==> config.mk <==
export PLATFORM = sky130hd
export DESIGN_NAME = sof_tick_gen
export DESIGN_NICKNAME = d
export VERILOG_FILES = /design/src/rtl/sof_tick_gen.sv
export SDC_FILE = /design/constraint.sdc
export NUM_CORES = 1
export LEC_CHECK = 0
export CORE_MARGIN = 2
export CORE_UTILIZATION = 30
export DETAILED_ROUTE_END_ITERATION = 12
export PLACE_DENSITY_LB_ADDON = 0.1
export SYNTH_ARGS = -nofsm -noshare
export SYNTH_HDL_FRONTEND = slang
export SYNTH_SLANG_ARGS = --single-unit
==> constraint.sdc <==
create_clock -name clk -period 5.1 [get_ports clk]
set_input_delay 1.02 -clock clk [delete_from_list [all_inputs] [get_ports clk]]
set_output_delay 1.02 -clock clk [all_outputs]
set_load 0.05 [all_outputs]
==> src/rtl/sof_tick_gen.sv <==
// Conditions the raw USB SOF strobe into a periodic 1 ms tick: locks onto the
// SOF grid, ignores glitch strobes, and fills in synthetic ticks across outages.
module sof_tick_gen #(
  parameter int unsigned PERIOD = 30720,
  parameter int unsigned TOL    = 64,
  parameter int unsigned LOCK_N = 4,
  parameter int unsigned HOLD_N = 8
) (
  input  logic       clk,
  input  logic       rst,
  input  logic       sof_in,
  input  logic       miss_clr,
  output logic       tick_out,
  output logic       locked,
  output logic       holdover,
  output logic [7:0] miss_cnt
);

  localparam int unsigned GW = $clog2(LOCK_N + 1);
  localparam int unsigned HW = $clog2(HOLD_N + 1);
  localparam logic [15:0] WIN_LO  = 16'(PERIOD - TOL);
  localparam logic [15:0] WIN_HI  = 16'(PERIOD + TOL);
  localparam logic [15:0] SYN_RLD = 16'(TOL + 1);

  typedef enum logic [1:0] {
    ST_SEARCH   = 2'd0,
    ST_LOCKED   = 2'd1,
    ST_HOLDOVER = 2'd2
  } state_e;

  state_e         state_q, state_d;
  logic [15:0]    per_cnt_q, per_cnt_d;
  logic [GW-1:0]  good_cnt_q, good_cnt_d;
  logic [HW-1:0]  hold_cnt_q, hold_cnt_d;
  logic [7:0]     miss_cnt_q, miss_cnt_d;
  logic           tick_q, tick_d;
  logic           locked_q, holdover_q;

  logic           sof_good;
  logic           miss_hit;
  logic [GW-1:0]  good_inc;

  assign sof_good = sof_in && (per_cnt_q >= WIN_LO) && (per_cnt_q <= WIN_HI);
  assign miss_hit = !sof_in && (per_cnt_q == WIN_HI) && (state_q != ST_SEARCH);
  assign good_inc = good_cnt_q + GW'(1);

  always_comb begin
    state_d    = state_q;
    per_cnt_d  = (per_cnt_q == 16'hFFFF) ? per_cnt_q : per_cnt_q + 16'd1;
    good_cnt_d = good_cnt_q;
    hold_cnt_d = hold_cnt_q;
    miss_cnt_d = miss_cnt_q;
    tick_d     = 1'b0;

    case (state_q)
      ST_SEARCH: begin
        if (sof_in) begin
          tick_d    = 1'b1;
          per_cnt_d = 16'd1;
          if (sof_good) begin
            good_cnt_d = good_inc;
            if (good_inc == GW'(LOCK_N)) begin
              state_d = ST_LOCKED;
            end
          end else begin
            good_cnt_d = '0;
          end
        end
      end
      ST_LOCKED, ST_HOLDOVER: begin
        // Early strobes fall through untouched, so the grid keeps running.
        if (sof_good) begin
          tick_d     = 1'b1;
          per_cnt_d  = 16'd1;
          hold_cnt_d = '0;
          state_d    = ST_LOCKED;
        end else if (miss_hit) begin
          tick_d    = 1'b1;
          per_cnt_d = SYN_RLD;
          if (state_q == ST_LOCKED) begin
            hold_cnt_d = HW'(1);
            state_d    = ST_HOLDOVER;
          end else if (hold_cnt_q < HW'(HOLD_N)) begin
            hold_cnt_d = hold_cnt_q + HW'(1);
          end else begin
            good_cnt_d = '0;
            hold_cnt_d = '0;
            state_d    = ST_SEARCH;
          end
        end
      end
      default: begin
        state_d = ST_SEARCH;
      end
    endcase

    if (miss_hit) begin
      if (miss_clr) begin
        miss_cnt_d = 8'd1;
      end else if (miss_cnt_q != 8'hFF) begin
        miss_cnt_d = miss_cnt_q + 8'd1;
      end
    end else if (miss_clr) begin
      miss_cnt_d = 8'd0;
    end
  end

  always_ff @(posedge clk) begin
    if (rst) begin
      state_q    <= ST_SEARCH;
      per_cnt_q  <= 16'hFFFF;
      good_cnt_q <= '0;
      hold_cnt_q <= '0;
      miss_cnt_q <= 8'd0;
      tick_q     <= 1'b0;
      locked_q   <= 1'b0;
      holdover_q <= 1'b0;
    end else begin
      state_q    <= state_d;
      per_cnt_q  <= per_cnt_d;
      good_cnt_q <= good_cnt_d;
      hold_cnt_q <= hold_cnt_d;
      miss_cnt_q <= miss_cnt_d;
      tick_q     <= tick_d;
      locked_q   <= (state_d == ST_LOCKED);
      holdover_q <= (state_d == ST_HOLDOVER);
    end
  end

  assign tick_out = tick_q;
  assign locked   = locked_q;
  assign holdover = holdover_q;
  assign miss_cnt = miss_cnt_q;

endmodule

# Word level (Yosys, flattened, before mapping)
# Cells that the tools add are included.
[totals] reg_bits=36 latchBits=0 ramBits=0 rom_bits=0 output_inout_bits=11 wordCells=75 n_memories=0
[classes] n_addsub=4 mul=0 div_mod_pow=0 n_lt_le_gt_ge=3 n_eq_ne=13 n_shift=0 muxes=32 bitwise_logic=0 reduce_logical=15
[ops] operator="$mux W16" count=4
[ops] operator="$mux W8" count=4
[ops] operator="$pmux W16 S2" count=1
[ops] operator="$mux W3" count=6
[ops] operator="$add A16 B1 Y16 const B" count=1
[ops] operator="$eq A16 B15 Y1 const B" count=1
[ops] operator="$eq A16 B16 Y1 const B" count=1
[ops] operator="$ge A16 B15 Y1 const B" count=1
[ops] operator="$le A16 B15 Y1 const B" count=1
[ops] operator="$mux W4" count=4
[ops] operator="$mux W2" count=7
[ops] operator="$ne A2 B2 Y1 const B" count=5
[ops] operator="$reduce_bool A2 Y1" count=5
[ops] operator="$add A8 B1 Y8 const B" count=1
[ops] operator="$ne A8 B8 Y1 const B" count=1
[ops] operator="$pmux W3 S2" count=1
[ops] operator="$reduce_and A6 Y1" count=1
[ops] operator="$add A4 B1 Y4 const B" count=1
[ops] operator="$eq A2 B1 Y1 const B" count=2
[ops] operator="$eq A2 B2 Y1 const B" count=2
[ops] operator="$logic_and A1 B1 Y1" count=4
[ops] operator="$lt A4 B4 Y1 const B" count=1
[ops] operator="$pmux W2 S2" count=1
[ops] operator="$reduce_and A2 Y1" count=2
[ops] operator="other kinds (7)" count=9

# Logic depth before layout (Yosys ltp)
# Gate-level depths: netlist of the first run.
[logic_depth] ltp_word=7 depth_mapped=9 depth_no_buf=7

# Least setup slack after synthesis of the first run
# OpenSTA, ideal clock, no wires.
[synth_timing] path_type="input to register" start="in sof_in" end="reg per_cnt_q[10]" setup_time_ps=132 arrival_time_ps=2173 setup_slack_ps=2795 stages=6 n_path_buf=2 cell_sequence="buf_6 -> nor2_1 -> nand2_1 -> a311oi_4 -> buf_6 -> a21oi_1"
[synth_via] elab_chain_len=6
[synth_lines] element="start, declared" line="11" text="input logic sof_in,"
[synth_lines] element="$logic_not A1 Y1" line="44" text="assign miss_hit = !sof_in && (per_cnt_q == WIN_HI) && (state_q != ST_SEARCH);"
[synth_lines] element="$logic_and A1 B1 Y1 (2 in a row)" line="44"
[synth_lines] element="$mux W16" line="77" text="end else if (miss_hit) begin"
[synth_lines] element="$mux W16" line="72" text="if (sof_good) begin"
[synth_lines] element="$pmux W16 S2 (*)" line="55" text="case (state_q)"
[synth_lines] element="end signal, assigned" line="120" text="per_cnt_q <= per_cnt_d;"
[synth_lines] element="end, declared" line="32" text="logic [15:0] per_cnt_q, per_cnt_d;"
# Every way passes the cells marked *; elsewhere a longest branch is shown, timed or not.
# A chain may end at the register's enable or synchronous reset.

# Worst setup path after layout of the first run
[layout_timing] start="in sof_in" end="reg per_cnt_q[7]"
# The elaborated chain is that of the path after synthesis.

==> impl_metrics.prom, run 1 <==
# TYPE chip_impl_metric gauge
chip_impl_metric{name="drcViolationCount",unit=""} 0
chip_impl_metric{name="grt_first_pass_wirelength",unit="µm"} 8800
chip_impl_metric{name="post_synth_xor_area_fraction",unit="%"} 4.79
chip_impl_metric{name="detail_route.wl_per_cell",unit="µm"} 14.3
chip_impl_info{name="main_combinational_cell_family_by_area_after_synthesis",value="simple AND/OR/NAND/NOR gates"} 1
chip_impl_metric{name="numCtsBuffers",unit=""} 5
chip_impl_metric{name="first_global_vias",unit=""} 1748
chip_impl_metric{name="clk_pin_slew_worst_paths",unit="ns"} 0.08
chip_impl_metric{name="postRouteWirelength",unit="µm"} 5280
chip_impl_info{name="end_kind",value="flip-flop"} 1
chip_impl_metric{name="cts-hold-fix-buffers",unit=""} 0
chip_impl_metric{name="ctsResizeCount",unit=""} 0
chip_impl_metric{name="core",unit="µm²"} 7180
chip_impl_metric{name="post_synth_mux_area_share",unit="%"} 2.34
chip_impl_info{name="cp-start-kind",value="primary input"} 1
chip_impl_metric{name="max_cap_violations",unit=""} 0
chip_impl_metric{name="port-buffer-count",unit=""} 14
chip_impl_metric{name="ys_async_sr_fraction",unit="%"} 0
chip_impl_info{name="outcome",value="finished clean"} 1
chip_impl_metric{name="synth-compound-area-share",unit="%"} 22.4
chip_impl_metric{name="max-slew-margin-rel",unit="%"} 44.8
chip_impl_metric{name="power.density_cell_area",unit="nW/µm²"} 266
chip_impl_metric{name="max_clock_freq",unit="MHz"} 334
chip_impl_metric{name="firstDrtPassIters",unit=""} 4
chip_impl_info{name="commonest_cells_after_routing_fill_and_taps_aside",value="sky130_fd_sc_hd__dfxtp_1, sky130_fd_sc_hd__a21oi_1, sky130_fd_sc_hd__o21ai_0, sky130_fd_sc_hd__nand3_1, sky130_fd_sc_hd__nand2_1"} 1
chip_impl_metric{name="synth_edf_count",unit=""} 0
chip_impl_metric{name="final_gp_congestion",unit=""} 0.794
chip_impl_metric{name="cts.repair_timing.setup_buffer_count",unit=""} 0
chip_impl_metric{name="placed_cell_area",unit="µm²"} 2360
chip_impl_metric{name="antenna_cells",unit=""} 0
chip_impl_metric{name="dieArea",unit="µm²"} 8010
chip_impl_metric{name="grt_overflow",unit=""} 0
chip_impl_metric{name="setup_tns",unit="ns"} 0
chip_impl_metric{name="clock_share_of_power",unit="%"} 38.1
chip_impl_info{name="grt_setup_unrepaired",value="false"} 1
chip_impl_metric{name="share_of_the_cycle_needed_by_the_critical_path_after_routing",unit="%"} 58.7
chip_impl_metric{name="grt_use_total",unit="%"} 14.1
chip_impl_metric{name="syn_to_final_growth",unit="%"} 12.4
chip_impl_metric{name="post-route-min-period",unit="ns"} 2.99
chip_impl_metric{name="grt_antenna_before_repair",unit=""} 0
chip_impl_metric{name="synth_simple_gate_area_share",unit="%"} 26.2
chip_impl_metric{name="share_comb_of_total_power",unit="%"} 12.3
chip_impl_info{name="cell_types_with_the_largest_area_share_after_synthesis",value="sky130_fd_sc_hd__dfxtp_1, sky130_fd_sc_hd__a21oi_1, sky130_fd_sc_hd__ha_1, sky130_fd_sc_hd__o21ai_0, sky130_fd_sc_hd__xnor2_1"} 1
chip_impl_info{name="worst_hold_path_type",value="reg -> reg"} 1
chip_impl_metric{name="nets",unit=""} 281
chip_impl_metric{name="netlist_instances",unit=""} 260
chip_impl_info{name="ys.flop_type",value="sky130_fd_sc_hd__dfxtp_1"} 1
chip_impl_metric{name="antenna_violating_nets_post_route",unit=""} 0
chip_impl_info{name="layout.cells.most_common",value="sky130_fd_sc_hd__dfxtp_1"} 1
chip_impl_metric{name="netlist_area",unit="µm²"} 2190
chip_impl_metric{name="clock_latency",unit="ns"} 0.29
chip_impl_metric{name="power_switching",unit="µW"} 179
chip_impl_metric{name="drive_gt1_share",unit="%"} 5.95
chip_impl_metric{name="synth.net_count",unit=""} 273
chip_impl_info{name="worstSetupPathType",value="in -> reg"} 1
chip_impl_metric{name="static-leakage-power",unit="µW"} 0.000879
chip_impl_metric{name="initial_utilization",unit="%"} 30.6
chip_impl_metric{name="num_vias",unit=""} 1893
chip_impl_metric{name="dp_hpwl",unit="µm"} 3750
chip_impl_metric{name="synthAdderAreaFrac",unit="%"} 5.13
chip_impl_metric{name="cp.required",unit="ns"} 5.24
chip_impl_metric{name="critPathArrivalTime",unit="ns"} 3.13
chip_impl_metric{name="syn_area_per_cell",unit="µm²"} 8.44
chip_impl_metric{name="post_synth_num_cell_types",unit=""} 55
chip_impl_metric{name="finish.instance_area",unit="µm²"} 2470
chip_impl_info{name="tritoncts_clock_tree",value="yes"} 1
chip_impl_metric{name="finalHoldViolCount",unit=""} 0
chip_impl_metric{name="die_h",unit="µm"} 89.5
chip_impl_metric{name="maximum_fanout_along_the_worst_path",unit=""} 14
chip_impl_metric{name="power.share.switching",unit="%"} 27.2
chip_impl_metric{name="maxSlewViolCount",unit=""} 0
chip_impl_metric{name="cts_sinks",unit=""} 36
chip_impl_metric{name="synth_sequential_area_ratio",unit="%"} 32.9
chip_impl_metric{name="peakVddDrop",unit="mV"} 0.116
chip_impl_metric{name="count_of_warnings_emitted_by_yosys",unit=""} 0
chip_impl_metric{name="grt_max_degree",unit=""} 24
chip_impl_info{name="cts.root.buffer_cell",value="sky130_fd_sc_hd__clkbuf_8"} 1
chip_impl_metric{name="clock_skew",unit="ns"} 0.00492
chip_impl_metric{name="htreeDepth",unit=""} 2
chip_impl_metric{name="first_iter_violations",unit=""} 83
chip_impl_metric{name="yosys_register_bits",unit=""} 36
chip_impl_metric{name="number_of_top_level_design_ports",unit=""} 15
chip_impl_metric{name="cts_max_path_buffers",unit=""} 2
chip_impl_metric{name="viasPerCell",unit=""} 5.14
chip_impl_metric{name="share_of_the_synthesized_area_in_the_top_cell_type",unit="%"} 32.9
chip_impl_metric{name="dieWidth",unit="µm"} 89.5
chip_impl_metric{name="core.rowCount",unit=""} 31
chip_impl_metric{name="report.final.setup_viol",unit=""} 0
chip_impl_metric{name="cell_internal_pwr",unit="µW"} 477
chip_impl_info{name="synth_top_area_cell",value="sky130_fd_sc_hd__dfxtp_1"} 1
chip_impl_metric{name="share_seq_of_total_power",unit="%"} 49.6
chip_impl_metric{name="worstMarginPinSlew",unit="ns"} 0.820
power groups by stage:
stage / Combinational [µW] / Clock [µW] / Sequential, µW
2_1_floorplan: 75.4 / 0 / 320
5_1_grt: 91.2 / 273 / 329
3_5_place_dp: 80.5 / 0 / 331
6_report: 80.4 / 250 / 326
4_1_cts: 81.1 / 262 / 325
3_3_place_gp: 80.6 / 0 / 332
cell families after synthesis:
kind of cell	count (synthesis)
and+or+nand+nor	102
AOI/OAI and AO/OA	73
adders and majority gates	9
DFF	36
buffers and inverters	23
xor gates and xnor gates	12
muxes	5
cell type report:
| class | instances | area (µm²) |
|---|---|---|
| Fill cell | 783 | 4710 |
| Multi-Input combinational cell | 201 | 1340 |
| Sequential cell | 36 | 721 |
| Timing Repair Buffer | 14 | 140 |
| Tap cell | 99 | 124 |
| Clock buffer | 6 | 72.6 |
| Inverter | 10 | 37.5 |
| Clock inverter | 2 | 35.0 |
critical path, stage by stage:
cell                              delay (ns)
sky130_fd_sc_hd__clkdlybuf4s50_1        0.57
sky130_fd_sc_hd__nor2_1                 0.51
sky130_fd_sc_hd__nand2_1                0.23
sky130_fd_sc_hd__a311oi_4               0.69
sky130_fd_sc_hd__a21oi_1                0.10
layer usage:
metal	GRT usage (%)	up-vias	part of all wire, %
met5	0	-	0
met4	4.07	0	1.3
met3	2.86	6	2.2
met2	20.6	23	43
met1	20.9	878	54
li1	-	986	-
stage by stage:
stage | total power [µW] | cells | setup WS, ns | utilization [%] | hold WS (ns)
floorplan | 395 | 260 | 2.79 | - | 0.445
global placement | 413 | 360 | 1.85 | 32.9 | 0.468
detailed placement | 412 | 360 | 1.78 | 32.9 | 0.478
CTS | 668 | 368 | 2.08 | 34.4 | 0.486
global route | 693 | 368 | 1.89 | 34.4 | 0.507
finish | 656 | 368 | 2.11 | 34.4 | 0.483
cell usage after synthesis, types with 3 or more instances:
| cell | n |
|---|---|
| sky130_fd_sc_hd__o21ai_0 | 18 |
| sky130_fd_sc_hd__a211oi_1 | 5 |
| sky130_fd_sc_hd__nor2_1 | 15 |
| sky130_fd_sc_hd__nand2_1 | 16 |
| sky130_fd_sc_hd__buf_6 | 5 |
| sky130_fd_sc_hd__nor2b_1 | 5 |
| sky130_fd_sc_hd__a21oi_1 | 28 |
| sky130_fd_sc_hd__ha_1 | 9 |
| sky130_fd_sc_hd__mux2i_1 | 4 |
| sky130_fd_sc_hd__nand4_1 | 9 |
| sky130_fd_sc_hd__nor4_1 | 3 |
| sky130_fd_sc_hd__or3_1 | 5 |
| sky130_fd_sc_hd__inv_1 | 10 |
| sky130_fd_sc_hd__nand2b_1 | 4 |
| sky130_fd_sc_hd__nor3_1 | 9 |
| sky130_fd_sc_hd__nand3b_1 | 3 |
| sky130_fd_sc_hd__clkbuf_1 | 4 |
| sky130_fd_sc_hd__nand3_1 | 17 |
| sky130_fd_sc_hd__dfxtp_1 | 36 |
| sky130_fd_sc_hd__and4_1 | 4 |
| sky130_fd_sc_hd__xnor2_1 | 10 |
path summary, 6_finish.rpt:
path                    to          start  cells past startpoint  slack [ns]
max           per_cnt_q[7]         sof_in                      5        2.11
min          hold_cnt_q[2]  hold_cnt_q[2]                      2        0.48
max reg2reg   per_cnt_q[7]     state_q[0]                      6        2.60
min reg2reg  hold_cnt_q[2]  hold_cnt_q[2]                      2        0.48
flip-flops by register name (all words and copies together), names as in the netlist:
signal and cells:
miss_cnt 8, locked 1, hold_cnt_q 4, tick_out 1
per_cnt_q 16, holdover 1, state_q 2, good_cnt_q 3
No activity file was read; power rests on OpenSTA's default activity.
==> run 2, diff against run 1 <==
clock period = 2.4 ns   (was 5.1 ns; I/O delays follow)
==> run 2 against run 1 <==
  * Sequential power is 100% higher
  * Design area increased by 5.8%
  * Count of clock-buffer cells in the layout increased by 1
  * Utilization rose by 2.0 points
  * Die area unchanged
  * Global-route usage is 0.60 points higher
  * First-iteration DRC count is 36% higher
  * Combinational power rose to 2.9 times the previous value
  * Final cell count is 5.7% higher
  * Via count increased by 5.3%
  * Power rose by 110%
  * Sequential share of layout area shrank 1.6 points
  * Critical path type is now reg -> reg
==> impl_metrics.prom, run 2 (synthesized netlist as in run 1, its figures left out) <==
# TYPE chip_impl_metric gauge
chip_impl_metric{name="clk_pin_slew_worst_paths",unit="ns"} 0.07
chip_impl_metric{name="first_global_vias",unit=""} 1820
chip_impl_metric{name="syn_to_final_growth",unit="%"} 19.0
chip_impl_info{name="worstSetupPathType",value="reg -> reg"} 1
chip_impl_metric{name="firstDrtPassIters",unit=""} 4
chip_impl_metric{name="max-slew-margin-rel",unit="%"} 64.4
chip_impl_metric{name="first_iter_violations",unit=""} 113
chip_impl_metric{name="detail_route.wl_per_cell",unit="µm"} 13.7
chip_impl_info{name="outcome",value="finished clean"} 1
chip_impl_metric{name="setup_tns",unit="ns"} 0
chip_impl_metric{name="grt_antenna_before_repair",unit=""} 0
chip_impl_metric{name="cts_sinks",unit=""} 36
chip_impl_metric{name="filler_cell_count",unit=""} 766
chip_impl_metric{name="finalWorstSetupSlack",unit="ns"} 0.213
chip_impl_info{name="layout.cells.most_common",value="sky130_fd_sc_hd__dfxtp_1"} 1
chip_impl_metric{name="numCtsBuffers",unit=""} 5
chip_impl_metric{name="multiInputGateArea",unit="µm²"} 1340
chip_impl_metric{name="number_of_top_level_design_ports",unit=""} 15
chip_impl_metric{name="clock_latency",unit="ns"} 0.29
chip_impl_metric{name="clock_skew",unit="ns"} 0.00792
chip_impl_metric{name="viasPerCell",unit=""} 5.13
chip_impl_metric{name="antenna_cells",unit=""} 0
chip_impl_metric{name="sequential_cell_area",unit="µm²"} 721
chip_impl_metric{name="max_cap_violations",unit=""} 0
chip_impl_metric{name="ctsResizeCount",unit=""} 0
chip_impl_metric{name="cts.repair_timing.setup_buffer_count",unit=""} 0
chip_impl_metric{name="peakVddDrop",unit="mV"} 0.188
chip_impl_metric{name="power.density_cell_area",unit="nW/µm²"} 520
chip_impl_metric{name="finalHoldViolCount",unit=""} 0
chip_impl_metric{name="grt_max_degree",unit=""} 17
chip_impl_info{name="worst_hold_path_type",value="reg -> reg"} 1
chip_impl_info{name="tritoncts_clock_tree",value="yes"} 1
chip_impl_metric{name="num_vias",unit=""} 1994
chip_impl_metric{name="grt_first_pass_wirelength",unit="µm"} 9110
chip_impl_metric{name="die_h",unit="µm"} 89.5
chip_impl_metric{name="worstMarginPinSlew",unit="ns"} 0.520
chip_impl_metric{name="port-buffer-count",unit=""} 14
chip_impl_metric{name="largest_reg_flops",unit=""} 16
chip_impl_metric{name="grt_overflow",unit=""} 0
chip_impl_metric{name="share_of_the_cycle_needed_by_the_critical_path_after_routing",unit="%"} 91.1
chip_impl_metric{name="antenna_violating_nets_post_route",unit=""} 0
chip_impl_metric{name="detailedPlace.worstSlack",unit="ns"} 0.271
chip_impl_metric{name="maxSlewViolCount",unit=""} 0
chip_impl_metric{name="dieWidth",unit="µm"} 89.5
chip_impl_metric{name="cts-hold-fix-buffers",unit=""} 0
chip_impl_metric{name="core.rowCount",unit=""} 31
chip_impl_info{name="grt_setup_unrepaired",value="false"} 1
chip_impl_metric{name="critPathArrivalTime",unit="ns"} 2.35
chip_impl_metric{name="drcViolationCount",unit=""} 0
chip_impl_metric{name="drive_gt1_share",unit="%"} 12.8
chip_impl_info{name="end_kind",value="flip-flop"} 1
chip_impl_metric{name="static-leakage-power",unit="µW"} 0.000970
chip_impl_metric{name="dieArea",unit="µm²"} 8010
chip_impl_metric{name="htreeDepth",unit=""} 2
chip_impl_metric{name="postRouteWirelength",unit="µm"} 5320
chip_impl_metric{name="dp_hpwl",unit="µm"} 3940
chip_impl_metric{name="report.final.setup_viol",unit=""} 0
chip_impl_metric{name="final_gp_congestion",unit=""} 0.786
chip_impl_metric{name="maximum_fanout_along_the_worst_path",unit=""} 14
chip_impl_metric{name="cp.required",unit="ns"} 2.57
chip_impl_metric{name="post-route-min-period",unit="ns"} 2.19
chip_impl_info{name="register_with_the_most_flip_flops",value="per_cnt_q"} 1
chip_impl_info{name="commonest_cells_after_routing_fill_and_taps_aside",value="sky130_fd_sc_hd__dfxtp_1, sky130_fd_sc_hd__a21oi_1, sky130_fd_sc_hd__buf_4, sky130_fd_sc_hd__o21ai_0, sky130_fd_sc_hd__nand3_1"} 1
chip_impl_metric{name="cts_max_path_buffers",unit=""} 2
chip_impl_info{name="cp-start-kind",value="flip-flop"} 1
chip_impl_info{name="cts.root.buffer_cell",value="sky130_fd_sc_hd__clkbuf_8"} 1
chip_impl_metric{name="max_clock_freq",unit="MHz"} 457
chip_impl_metric{name="nets",unit=""} 302
chip_impl_metric{name="grt_use_total",unit="%"} 14.7
chip_impl_metric{name="core",unit="µm²"} 7180
chip_impl_metric{name="initial_utilization",unit="%"} 30.6
run 2: worst max-delay path: stages, from the launching register on:
cell and delay (ns):
sky130_fd_sc_hd__dfxtp_1 0.38, sky130_fd_sc_hd__nor3_1 0.39, sky130_fd_sc_hd__and4_1 0.48, sky130_fd_sc_hd__o211ai_4 0.19, sky130_fd_sc_hd__a311oi_4 0.30, sky130_fd_sc_hd__buf_4 0.25, sky130_fd_sc_hd__a31oi_1 0.06
run 2: worst paths after layout:
path                 startpoint             to  slack (ns)  depth (start not counted)
setup / recovery   per_cnt_q[2]  per_cnt_q[13]        0.21                          6
setup reg to reg   per_cnt_q[2]  per_cnt_q[13]        0.21                          6
hold / removal    hold_cnt_q[1]  hold_cnt_q[1]        0.48                          2
hold reg to reg   hold_cnt_q[1]  hold_cnt_q[1]        0.48                          2
run 2: power breakdown:
group          internal, µW  leakage [µW]  switching (µW)  total (µW)
Combinational           104      0.000630             131         235
Sequential              631      0.000296            33.4         664
Clock                   233     0.0000445             224         457
run 2: final cells by class:
| class | instances | share of cell area [%] |
|---|---|---|
| timing repair buffer | 35 | 11.4 |
| clock inverter | 1 | 0.288 |
| multi-input combinational | 201 | 51.2 |
| clock buffer | 7 | 3.31 |
| sequential | 36 | 27.6 |
| tap | 99 | 4.75 |
| inverter | 10 | 1.44 |
run 2: metal layers:
| metal | GRT usage [%] | share of wire (%) | vias up |
|---|---|---|---|
| li1 | - | - | 1016 |
| met4 | 5.16 | 1.9 | 0 |
| met2 | 22.4 | 46 | 28 |
| met3 | 3.14 | 2.3 | 8 |
| met1 | 20.5 | 50 | 942 |
| met5 | 0 | 0 | - |
run 2: stage by stage:
stage                     hold slack [ns]  std cells  total power [µW]  util, %  area (µm²)
after floorplan                     0.445        260               840        -        2190
after global placement              0.469        381               914     35.1        2520
after detailed placement            0.470        381               911     35.1        2520
after CTS                           0.482        389              1390     36.4        2610
after global routing                0.526        389              1440     36.4        2610
final                               0.476        389              1360     36.4        2610
==> run 3, diff against run 2 <==
CTS_CLUSTER_DIAMETER = 30   (was not set)
GPL_ROUTABILITY_DRIVEN = 0   (was not set)
==> results of run 3 <==
No change in the layout: final DEF, timing and power equal those of run 2.
